==> src/rtl/clock_pkg.sv <==
// Shared constants for the time-of-day digit chain sequencer.
// Holds the set-mode encoding, digit index map and the FSM state type.
package clock_pkg;

  localparam int unsigned NUM_DIGITS = 6;

  // Digit positions within en/done, least significant first.
  localparam int unsigned D_SU = 0;
  localparam int unsigned D_ST = 1;
  localparam int unsigned D_MU = 2;
  localparam int unsigned D_MT = 3;
  localparam int unsigned D_HU = 4;
  localparam int unsigned D_HT = 5;

  // Values presented on the mode output.
  localparam logic [1:0] MODE_RUN = 2'd0;
  localparam logic [1:0] MODE_SEC = 2'd1;
  localparam logic [1:0] MODE_MIN = 2'd2;
  localparam logic [1:0] MODE_HR  = 2'd3;

  // State encoding equals the mode encoding so mode is the state register.
  typedef enum logic [1:0] {
    ST_RUN = MODE_RUN,
    ST_SEC = MODE_SEC,
    ST_MIN = MODE_MIN,
    ST_HR  = MODE_HR
  } state_e;

endpackage

==> src/rtl/tick_divider.sv <==
// Enable-gated, clearable modulo-TERM tick counter.
// Ports:
//   clk, reset_n : clock, async active-low reset
//   clr          : synchronous load of zero (wins over en)
//   en           : advance the count by one
//   term_c       : high in the cycle whose en completes a group of TERM
module tick_divider #(
  parameter int unsigned TERM = 1,
  parameter int unsigned W    = $clog2(TERM + 1)
) (
  input  logic clk,
  input  logic reset_n,
  input  logic clr,
  input  logic en,
  output logic term_c
);

  logic [W-1:0] count_q;
  logic         last_c;

  assign last_c = (count_q == W'(TERM - 1));
  assign term_c = en & ~clr & last_c;

  // Wrapping counter; term_c marks the wrap.
  always_ff @(posedge clk or negedge reset_n) begin
    if (!reset_n) begin
      count_q <= '0;
    end else if (clr) begin
      count_q <= '0;
    end else if (en) begin
      count_q <= last_c ? '0 : count_q + W'(1);
    end
  end

endmodule

==> src/rtl/clock_chain_ctrl.sv <==
// Time-of-day digit chain sequencer: turns the 1 Hz tick into per-digit
// count enables with ripple carry, handles the 23:59:59 wrap, emits the day
// carry and runs the time-set FSM (field select, blink, inactivity timeout).
// Ports:
//   clk, reset_n        : clock, async active-low reset
//   tick                : 1 Hz single-cycle strobe
//   mode_btn, inc_btn   : debounced single-cycle button pulses
//   done[5:0]           : per-digit terminal flags (level)
//   hr_wrap             : hours display 23 (level)
//   en[5:0]             : per-digit single-cycle count enables
//   clr_hr              : single-cycle clear of both hour digits
//   day_tick            : single-cycle carry to the date stage
//   mode                : 0=RUN 1=SET_SEC 2=SET_MIN 3=SET_HR
//   blink               : blank request for the selected field
//   running             : high in RUN
module clock_chain_ctrl
  import clock_pkg::*;
#(
  parameter  int unsigned BLINK_TICKS = 1,
  parameter  int unsigned SET_TIMEOUT = 60,
  localparam int unsigned TO_W        = $clog2(SET_TIMEOUT + 1)
) (
  input  logic                  clk,
  input  logic                  reset_n,
  input  logic                  tick,
  input  logic                  mode_btn,
  input  logic                  inc_btn,
  input  logic [NUM_DIGITS-1:0] done,
  input  logic                  hr_wrap,
  output logic [NUM_DIGITS-1:0] en,
  output logic                  clr_hr,
  output logic                  day_tick,
  output logic [1:0]            mode,
  output logic                  blink,
  output logic                  running
);

  localparam int unsigned BL_W = $clog2(BLINK_TICKS + 1);

  state_e                state_q, state_d;
  logic [NUM_DIGITS-1:0] en_d;
  logic                  clr_hr_d;
  logic                  day_tick_d;
  logic                  carry4_c;
  logic                  expired_q;
  logic                  set_active_c;
  logic                  change_c;
  logic                  to_clr_c;
  logic                  to_term_c;
  logic                  bl_clr_c;
  logic                  bl_term_c;
  logic                  done_ht_unused;

  // Hour-tens terminal flag is not needed: hr_wrap covers the 23 rollover.
  assign done_ht_unused = done[D_HT];

  assign mode         = state_q;
  assign set_active_c = (state_q != ST_RUN);
  assign change_c     = (state_d != state_q);
  assign to_clr_c     = ~set_active_c | change_c | mode_btn | inc_btn;
  assign bl_clr_c     = ~set_active_c | change_c | inc_btn;

  // Inactivity timeout: counts ticks since the last press or state entry.
  tick_divider #(.TERM(SET_TIMEOUT), .W(TO_W)) u_timeout (
    .clk    (clk),
    .reset_n(reset_n),
    .clr    (to_clr_c),
    .en     (tick & set_active_c),
    .term_c (to_term_c)
  );

  // Blink phase divider for the selected field.
  tick_divider #(.TERM(BLINK_TICKS), .W(BL_W)) u_blink (
    .clk    (clk),
    .reset_n(reset_n),
    .clr    (bl_clr_c),
    .en     (tick & set_active_c),
    .term_c (bl_term_c)
  );

  // Next-state and event decode.
  always_comb begin
    state_d    = state_q;
    en_d       = '0;
    clr_hr_d   = 1'b0;
    day_tick_d = 1'b0;
    carry4_c   = &done[D_MT:D_SU];
    case (state_q)
      ST_RUN: begin
        if (tick) begin
          en_d[D_SU] = 1'b1;
          en_d[D_ST] = done[D_SU];
          en_d[D_MU] = &done[D_ST:D_SU];
          en_d[D_MT] = &done[D_MU:D_SU];
          if (carry4_c && hr_wrap) begin
            clr_hr_d   = 1'b1;
            day_tick_d = 1'b1;
          end else begin
            en_d[D_HU] = carry4_c;
            en_d[D_HT] = carry4_c & done[D_HU];
          end
        end
        if (mode_btn) state_d = ST_SEC;
      end
      ST_SEC: begin
        if (mode_btn) begin
          state_d = ST_MIN;
        end else if (expired_q) begin
          state_d = ST_RUN;
        end else if (inc_btn) begin
          en_d[D_SU] = 1'b1;
          en_d[D_ST] = done[D_SU];
        end
      end
      ST_MIN: begin
        if (mode_btn) begin
          state_d = ST_HR;
        end else if (expired_q) begin
          state_d = ST_RUN;
        end else if (inc_btn) begin
          en_d[D_MU] = 1'b1;
          en_d[D_MT] = done[D_MU];
        end
      end
      ST_HR: begin
        if (mode_btn || expired_q) begin
          state_d = ST_RUN;
        end else if (inc_btn) begin
          if (hr_wrap) begin
            clr_hr_d = 1'b1;
          end else begin
            en_d[D_HU] = 1'b1;
            en_d[D_HT] = done[D_HU];
          end
        end
      end
      default: state_d = ST_RUN;
    endcase
  end

  // State and registered outputs.
  always_ff @(posedge clk or negedge reset_n) begin
    if (!reset_n) begin
      state_q   <= ST_RUN;
      en        <= '0;
      clr_hr    <= 1'b0;
      day_tick  <= 1'b0;
      expired_q <= 1'b0;
      blink     <= 1'b0;
      running   <= 1'b1;
    end else begin
      state_q   <= state_d;
      en        <= en_d;
      clr_hr    <= clr_hr_d;
      day_tick  <= day_tick_d;
      expired_q <= to_term_c;
      blink     <= bl_clr_c ? 1'b0 : (blink ^ bl_term_c);
      running   <= (state_d == ST_RUN);
    end
  end

endmodule
==> config.mk <==
export PLATFORM = sky130hd
export DESIGN_NAME = clock_chain_ctrl
export DESIGN_NICKNAME = d
export VERILOG_FILES = /design/src/rtl/clock_pkg.sv /design/src/rtl/tick_divider.sv /design/src/rtl/clock_chain_ctrl.sv
export SDC_FILE = /design/constraint.sdc
export NUM_CORES = 1
export LEC_CHECK = 0
export CORE_UTILIZATION = 52
export DETAILED_ROUTE_END_ITERATION = 7
export PLACE_DENSITY_LB_ADDON = 0.15
export SETUP_SLACK_MARGIN = 0.05
export SLEW_MARGIN = 15
export SYNTH_ARGS = -nofsm -noshare
export SYNTH_HDL_FRONTEND = slang
export SYNTH_SLANG_ARGS = --single-unit
==> constraint.sdc <==
create_clock -name clk -period 3.4 [get_ports clk]
set_clock_uncertainty 0.15 [all_clocks]
set_input_delay 1.02 -clock clk [delete_from_list [all_inputs] [get_ports clk]]
set_output_delay 1.02 -clock clk [all_outputs]
set_load 0.005 [all_outputs]
=== After elaboration in Yosys (flattened, before gate mapping) ===
Cells that the tools add are included.

* Logic and storage cells: 75
* Register bits: 20

* Reduce and logical (&&, ||, !) cells: 10
* Multiplexer cells: 34
* $add $sub $neg: 2
* Bitwise gates (word level): 15
* Equal/unequal tests: 5

{| class="wikitable"
|+ Operator list
! kind !! count
|-
| $mux W2 || 15
|-
| $mux W6 || 4
|-
| $pmux W2 S2 || 3
|-
| $mux W1 || 10
|-
| $pmux W2 S4 || 1
|-
| $add A6 B1 Y6 const B || 1
|-
| $and A1 B1 Y1 || 6
|-
| $eq A6 B6 Y1 const B || 1
|-
| $reduce_bool A2 Y1 || 3
|-
| $eq A2 B2 Y1 const B || 2
|-
| $logic_not A2 Y1 || 2
|-
| $not A1 Y1 || 4
|-
| $or A1 B1 Y1 || 4
|-
| $reduce_and A4 Y1 || 1
|-
| $reduce_and A3 Y1 || 1
|-
| $eq A2 B1 Y1 const B || 1
|-
| $ne A2 B2 Y1 || 1
|-
| $pmux W1 S2 || 1
|-
| $reduce_and A2 Y1 || 1
|-
| $add A1 B1 Y1 const B || 1
|-
| $logic_and A1 B1 Y1 || 1
|-
| $logic_or A1 B1 Y1 || 1
|-
| $xor A1 B1 Y1 || 1
|}

=== Logic depth before layout (Yosys ltp) ===
Gate-level depths: netlist of run 1.

* Depth after elaboration: 11
* Mapped depth: 7
* Depth with buffers taken out: 6

=== Cells and area by module ===
From an unflattened synthesis of run 1, not the netlist that was laid out.

* Cells, all modules: 99
* Area, all modules: 1054.8 um^2

{| class="wikitable"
|+ Modules (own cells, without submodules)
! module !! area an instance (um^2) !! times used !! cells an instance
|-
| clock_chain_ctrl || 694.4 || 1 || 61
|-
| tick_divider at u_timeout || 346.6 || 1 || 37
|-
| tick_divider at u_blink || 13.8 || 1 || 1
|}

=== Worst setup path after synthesis of run 1 ===
No wires, ideal clock.

* Kind: in2reg
* From: in mode_btn
* To: reg en[5]
* Library setup time: 88 ps
* Slack: 1347 ps
* Arrival time: 1815 ps
* Stages on the path: 5
* Cell sequence: buf_2 nor3b_2 nand2_1 a21o_1 nor3b_1

* Word-level cells in the longest chain between the ends: 3

{| class="wikitable"
|+ RTL lines
! what !! RTL line !! RTL
|-
| start: declaration || clock_chain_ctrl.sv:26 || <nowiki>input logic mode_btn,</nowiki>
|-
| $logic_or A1 B1 Y1 || clock_chain_ctrl.sv:126 || <nowiki>if (mode_btn || expired_q) begin</nowiki>
|-
| $mux W2 || clock_chain_ctrl.sv:126 ||
|-
| $pmux W2 S2 || clock_chain_ctrl.sv:88 || <nowiki>case (state_q)</nowiki>
|-
| net en_d[5] || clock_chain_ctrl.sv:41 || <nowiki>logic [NUM_DIGITS-1:0] en_d;</nowiki>
|-
| end signal: assignment || clock_chain_ctrl.sv:153 || <nowiki>en <= en_d;</nowiki>
|-
| end: declaration || clock_chain_ctrl.sv:30 || <nowiki>output logic [NUM_DIGITS-1:0] en,</nowiki>
|}

The timed path passes the listed nets, and every way through them passes these cells.
A chain may end at the register's enable or synchronous reset.

=== Worst setup path in the final report of run 1 ===
* From: in mode_btn
* To: reg expired_q

* Word-level cells in the longest chain between the ends: 10
* Elaborated cells between the ends (all ways): 13
* Those cells by class: eq/ne (1); mux (5); bitwise (6); reduce/logical (1)

{| class="wikitable"
|+ RTL lines
! what !! RTL line !! RTL
|-
| $logic_or A1 B1 Y1 || clock_chain_ctrl.sv:126 ||
|-
| $mux W2 || clock_chain_ctrl.sv:126 ||
|-
| $pmux W2 S4 || clock_chain_ctrl.sv:88 ||
|-
| $ne A2 B2 Y1 || clock_chain_ctrl.sv:59 || <nowiki>assign change_c = (state_d != state_q);</nowiki>
|-
| $or A1 B1 Y1 || clock_chain_ctrl.sv:60 || <nowiki>assign to_clr_c = ~set_active_c | change_c | mode_btn | inc_btn;</nowiki>
|-
| $or A1 B1 Y1 * (2 in series) || clock_chain_ctrl.sv:60 ||
|-
| $not A1 Y1 * || tick_divider.sv:22 || <nowiki>assign term_c = en & ~clr & last_c;</nowiki>
|-
| $and A1 B1 Y1 * (2 in series) || tick_divider.sv:22 ||
|-
| net to_term_c || clock_chain_ctrl.sv:49 || <nowiki>logic to_term_c;</nowiki>
|-
| end signal: assignment || clock_chain_ctrl.sv:156 || <nowiki>expired_q <= to_term_c;</nowiki>
|-
| end: declaration || clock_chain_ctrl.sv:45 || <nowiki>logic expired_q;</nowiki>
|}

Mark *: on every way through the listed nets, which the timed path passes. The rest lies on a longest branch.

==> results of run 1 <==
power by group:
| part | internal (uW) | total [uW] | switching (uW) |
|---|---|---|---|
| Sequential | 264 | 297 | 32.7 |
| Clock | 45.7 | 115 | 69.5 |
| Combinational | 158 | 319 | 161 |
| Total | 468 | 732 | 263 |
cells by family (layout without fill, tap and decap cells):
logic type	Yosys count	in the layout	synth area share [%]
AO/OA/AOI/OAI	25	25	15.5
adder cells (fa/ha/maj)	5	5	6.20
XOR/XNOR	1	1	0.868
AND/OR/NAND/NOR	49	49	26.6
buffers and inverters	7	30	3.59
flip-flops	19	19	47.2
final timing paths:
path | from | end | slack (ps) | cells past startpoint
max in group asynchronous | reset_n | u_timeout.count_q[1]$_DFFE_PN0P_ | 1520 | 1
worst min register to register | u_timeout.count_q[1]$_DFFE_PN0P_ | u_timeout.count_q[1]$_DFFE_PN0P_ | 420 | 2
worst min-delay path | u_timeout.count_q[1]$_DFFE_PN0P_ | u_timeout.count_q[1]$_DFFE_PN0P_ | 420 | 2
min in group asynchronous | reset_n | u_timeout.count_q[2]$_DFFE_PN0P_ | 1050 | 1
worst max-delay path | mode_btn | expired_q$_DFF_PN0_ | 800 | 5
worst max register to register | mode[0]$_DFF_PN0_ | u_timeout.count_q[5]$_DFFE_PN0P_ | 1280 | 5
layer usage:
layer / vias up / wire (um) / share of wire [%] / track usage [%]
met5: - / 0 / 0 / 0
met3: 5 / 38 / 1.9 / 3.53
met4: 0 / 56 / 2.8 / 14.1
met1: 389 / 876 / 43 / 26.3
met2: 12 / 1050 / 52 / 38.9
li1: 414 / - / - / -
layout by cell type (no fill, tap or decap), types with 2 or more instances in the layout:
master | Yosys | final
ha_1 | 5 | 5
nand3_1 | 6 | 6
nor2_1 | 8 | 8
nor3b_1 | 2 | 2
clkdlybuf4s50_1 | 0 | 22
o21ai_0 | 4 | 4
nand2b_1 | 4 | 4
dfrtp_1 | 18 | 18
and4_1 | 2 | 2
nor2b_1 | 6 | 6
a21o_1 | 3 | 3
inv_1 | 4 | 4
and2_1 | 2 | 2
clkbuf_4 | 0 | 3
a21oi_1 | 10 | 10
nor3_1 | 3 | 3
or3_1 | 2 | 2
nand2_1 | 11 | 11
final cells by class:
| type | count | area [um^2] | area share, % |
|---|---|---|---|
| multi-input cells | 80 | 497 | 39.2 |
| flip-flops and latches | 19 | 477 | 37.6 |
| repair buffers | 22 | 220 | 17.4 |
| well taps | 25 | 31.3 | 2.47 |
| clock buffers | 4 | 26.3 | 2.08 |
| inverters | 4 | 15.0 | 1.19 |
worst max-delay path, cell delays in order:
cell	delay, ps
clkdlybuf4s50_1	700
nand2b_1	220
a21oi_1	100
o21ai_1	480
nor2_1	100
metrics by stage:
| stage | hold slack, ps | total power (uW) |
|---|---|---|
| 2_1_floorplan | 373 | 505 |
| 3_3_place_gp | 387 | 611 |
| 3_5_place_dp | 406 | 619 |
| 4_1_cts | 421 | 737 |
| 5_1_grt | 450 | 789 |
| 6_report | 419 | 732 |
sequential cells by signal, summed over array words and instances, names as in the netlist:
register and count:
expired_q 1, blink 1, mode 2, day_tick 1, running 1, en 6
u_timeout.count_q 6, clr_hr 1
==> run metrics, run 1 <==
status=complete, no violations; final setup fails=0; fmax=385 MHz; first-pass GRT wire length=3.26 mm; Final Routed Wirelength=2.02 mm; # hold bufs at CTS=0; P_leak=0.000538 uW; DP Wirelength=1.45 mm; MaxCap Viol Count=0; Mapped Cells=106; antenna violations before repair=0; pin count of the biggest net entering global routing=20; Via density=5.32; Worst slew margin=42.3%; register area share after synthesis=47.2%; vias in the first global route=763; clk sinks=19; Hold Violations, Final=0; Cell Area, Synth=1010 um^2; area grow syn2layout=25.4%; Setup Crit Path Kind=input pin to register; Yosys cell types=31; CP startpoint kind=input pin; Die Y=46.1 um; clk slew on worst S/H paths=110 ps; asr flop ratio synth=100%; fin util=71.8%; Cell Count, Final, Fillers Out=154; Synth Flop Type=dfrtp_1; io pins=24; leading area contributor after synthesis=dfrtp_1; TritonRoute pass-1 iters=4; number of synthesized flops with an enable pin=0; Num CTS Buffers=3; Fill cells=156; buffer count from post-CTS setup fixing=0; Post-synth top cells=dfrtp_1 (18), nand2_1 (11), a21oi_1 (10); min cycle time layout=2600 ps; RSZ-0062 raised after global routing=false; Ys Warns=0; clock tree buffer depth=2; drt drc=0; grt ovf=0; Placed Area=1240 um^2; antenna viol nets, final=0; Avg Inst Size Synth=9.53 um^2; post-cts gate resize count=0; # port buffers=22; actual slew at the worst max-slew pin=863 ps; #FFs+latches synth=19; core area=1760 um^2; post-synth top area share=44.6%; total number of vias=820; Routed WL per cell=13.1 um; syn nets=123; data required time of the worst path=3420 ps; crit-path max FO=12; starting density of the core=57.2%; RePlAce Congestion=0.884; Clock Latency Late Sink=300 ps; Worst Setup Slack, final=800 ps; PD cells=578 nW/um^2; CTS root buf=clkbuf_4; Nets=147; n_diodes=0; # H-tree levels=1; Hold/Removal Path Class=register to register; synth top area cells=dfrtp_1 (45%), ha_1 (6.2%), a21oi_1 (5.0%), nand2_1 (4.1%), nor2b_1 (3.7%); Max Slew Vio Count=0; number of DRC markers in iteration 0=12; post-route design area=1270 um^2; die area=2120 um^2; Die Wd=46.1 um; CTS tree=done; Final period util=76.5%; WP data arrival=2620 ps; All-Layer GR Usage=22.7%; layout cells sized above 1=5.43%; CP endpoint kind=register; dpl ws=499 ps; top-count cell post-synth=dfrtp_1; Rows=15; Peak supply drop=0.428 mV; dpl cells=150; setup TNS=0 ps
(Power assumes the default switching activity.)
==> run 2: changes to the inputs <==
Settings changed: CORE_UTILIZATION 52 to 43.
Clock period 3.4 ns to 2.2 ns, I/O delays scaled along.
==> run metrics, run 2 (synthesis gave the netlist of run 1 again) <==
status=complete, no violations (unchanged); total number of vias=860 (was 820); commonest non-fill, non-tap cells in the layout=clkdlybuf4s50_1 (21), dfrtp_1 (16), nand2_1 (11) (was clkdlybuf4s50_1 (22), dfrtp_1 (18), nand2_1 (11)); clock tree buffer depth=2 (unchanged); # hold bufs at CTS=0 (unchanged); die area=2550 um^2 (was 2120 um^2); data required time of the worst path=1390 ps (was 3420 ps); Final period util=94.9%; pin count of the biggest net entering global routing=13 (was 20); Peak supply drop=0.684 mV (was 0.428 mV); CP Cell Sequence=clkdlybuf4s50_1 (was clkdlybuf4s50_1, nand2b_1, a21oi_1, o21ai_1, nor2_1); min cycle time layout=2090 ps; dpl ws=-67.9 ps (was 499 ps); fmax=479 MHz; CP max stage cell=clkdlybuf4s50_1 (unchanged); starting density of the core=45.6% (was 57.2%); Die Wd=50.5 um (was 46.1 um); # port buffers=22 (unchanged); Placed Area=1320 um^2 (was 1240 um^2); MaxCap Viol Count=0 (unchanged); crit-path max FO=8 (was 12); Hold Violations, Final=0 (unchanged); antenna viol nets, final=0 (unchanged); sequential power share=39.0% (was 40.6%); first-pass GRT wire length=3.52 mm (was 3.26 mm); Final Routed Wirelength=2.05 mm (was 2.02 mm); post-route design area=1360 um^2 (was 1270 um^2); TritonRoute pass-1 iters=4 (unchanged); CP endpoint kind=output port (was register); hold path endpoint=u_timeout.count_q[0]$_DFFE_PN0P_ (was u_timeout.count_q[1]$_DFFE_PN0P_); Worst Setup Slack, final=112 ps (was 800 ps); worst stage delay on the critical path=530 ps (was 700 ps); Comb power frac=46.1% (was 43.7%); r2r setup slk=260 ps (was 1280 ps); P_int=762 uW (was 468 uW); Setup Crit Path Kind=register to output port (was input pin to register); P_leak=0.000597 uW (was 0.000538 uW); grt ovf=0 (unchanged); buffer count from post-CTS setup fixing=0 (unchanged); Hold/Removal Path Class=register to register (unchanged); core area=2210 um^2 (was 1760 um^2); reg2reg start=mode[0]$_DFF_PN0_ (unchanged); actual slew at the worst max-slew pin=407 ps (was 863 ps); Clock Power Share=14.9% (was 15.7%); clk sinks=19 (unchanged); n_diodes=0 (unchanged); layout cells sized above 1=15.1% (was 5.43%); Worst setup startpoint=mode[0]$_DFF_PN0_ (was mode_btn); vias in the first global route=848 (was 763); final setup fails=0 (unchanged); Worst slew margin=72.8% (was 42.3%); Max Slew Vio Count=0 (unchanged); clk slew on worst S/H paths=110 ps (about the same); number of DRC markers in iteration 0=5 (was 12); CTS root buf=clkbuf_4 (unchanged); Rows=17 (was 15); commonest non-fill, non-tap cell in the layout=clkdlybuf4s50_1 (unchanged); Worst Hold Depth=2 (unchanged); antenna violations before repair=0 (unchanged); PD cells=876 nW/um^2 (was 578 nW/um^2); post-cts gate resize count=2 (was 0); WP buf/inv=1 (unchanged); RePlAce Congestion=0.824 (was 0.884); RSZ-0062 raised after global routing=false (unchanged); worst hold start=u_timeout.count_q[0]$_DFFE_PN0P_ (was u_timeout.count_q[1]$_DFFE_PN0P_); Switching Share=35.8% (was 36.0%); drt drc=0 (unchanged); worst r2r dst=expired_q$_DFF_PN0_ (was u_timeout.count_q[5]$_DFFE_PN0P_); All-Layer GR Usage=18.6% (was 22.7%); DP Wirelength=1.54 mm (was 1.45 mm); CP startpoint kind=register (was input pin); area grow syn2layout=34.2% (was 25.4%); Crit path max-delay family=buffers and inverters (unchanged); Num CTS Buffers=3 (unchanged); CTS tree=done (unchanged); # H-tree levels=1 (unchanged); Nets=157 (was 147); Clock Latency Late Sink=290 ps (was 300 ps); Routed WL per cell=12.3 um (was 13.1 um); worst r2r path cells=6 (was 5); Die Y=50.5 um (was 46.1 um); Switch Pwr=425 uW (was 263 uW); WP data arrival=1280 ps (was 2620 ps); io pins=24 (unchanged); Via density=5.15 (was 5.32)
## run 2: power groups by stage
| stage | clock, uW | sequential (uW) | combinational [uW] |
|---|---|---|---|
| after floorplan | 0 | 462 | 318 |
| after global placement | 0 | 464 | 537 |
| after detailed placement | 0 | 466 | 542 |
| after CTS | 187 | 463 | 549 |
| after global routing | 200 | 468 | 611 |
| final | 177 | 462 | 548 |
## run 2: metal layers
layer	share of wire (%)	track usage, %
met1	44	21.9
met2	52	32.7
met3	2.6	5.45
met4	1.4	5.09
met5	0	0
## run 2: final cells by class
cell class | instances | area, um^2
sequential | 19 | 479
tap | 28 | 35.0
fill | 208 | 857
inverter | 4 | 15.0
timing repair buffer | 32 | 298
clock inverter | 1 | 5.00
multi-input combinational | 80 | 500
clock buffer | 3 | 22.5
## run 2: how the worst max path moves through the flow
stage | slack [ps] | to | depth (start not counted)
3_3_place_gp | -50 | u_timeout.count_q[4]$_DFFE_PN0P_ | 5
6_report | 110 | mode[0] | 1
2_1_floorplan | 400 | u_timeout.count_q[5]$_DFFE_PN0P_ | 6
5_1_grt | 70 | mode[0] | 1
3_5_place_dp | -70 | expired_q$_DFF_PN0_ | 5
4_1_cts | 60 | running | 1
## run 2: through the flow
| stage | power [uW] | util [%] | cells | hold slack, ps | TNS [ps] |
|---|---|---|---|---|---|
| 2_1_floorplan | 780 | - | 106 | 214 | 0 |
| 3_3_place_gp | 1000 | 59.6 | 163 | 392 | -211 |
| 3_5_place_dp | 1010 | 59.6 | 163 | 395 | -350 |
| 4_1_cts | 1200 | 61.0 | 167 | 431 | 0 |
| 5_1_grt | 1280 | 61.3 | 167 | 465 | 0 |
| 6_report | 1190 | 61.3 | 167 | 431 | 0 |
==> run 3: changes to the inputs <==
Settings changed: CTS_CLUSTER_DIAMETER set to 100.
==> results of run 3 <==
Final layout, timing and power as in run 2 (identical DEF).
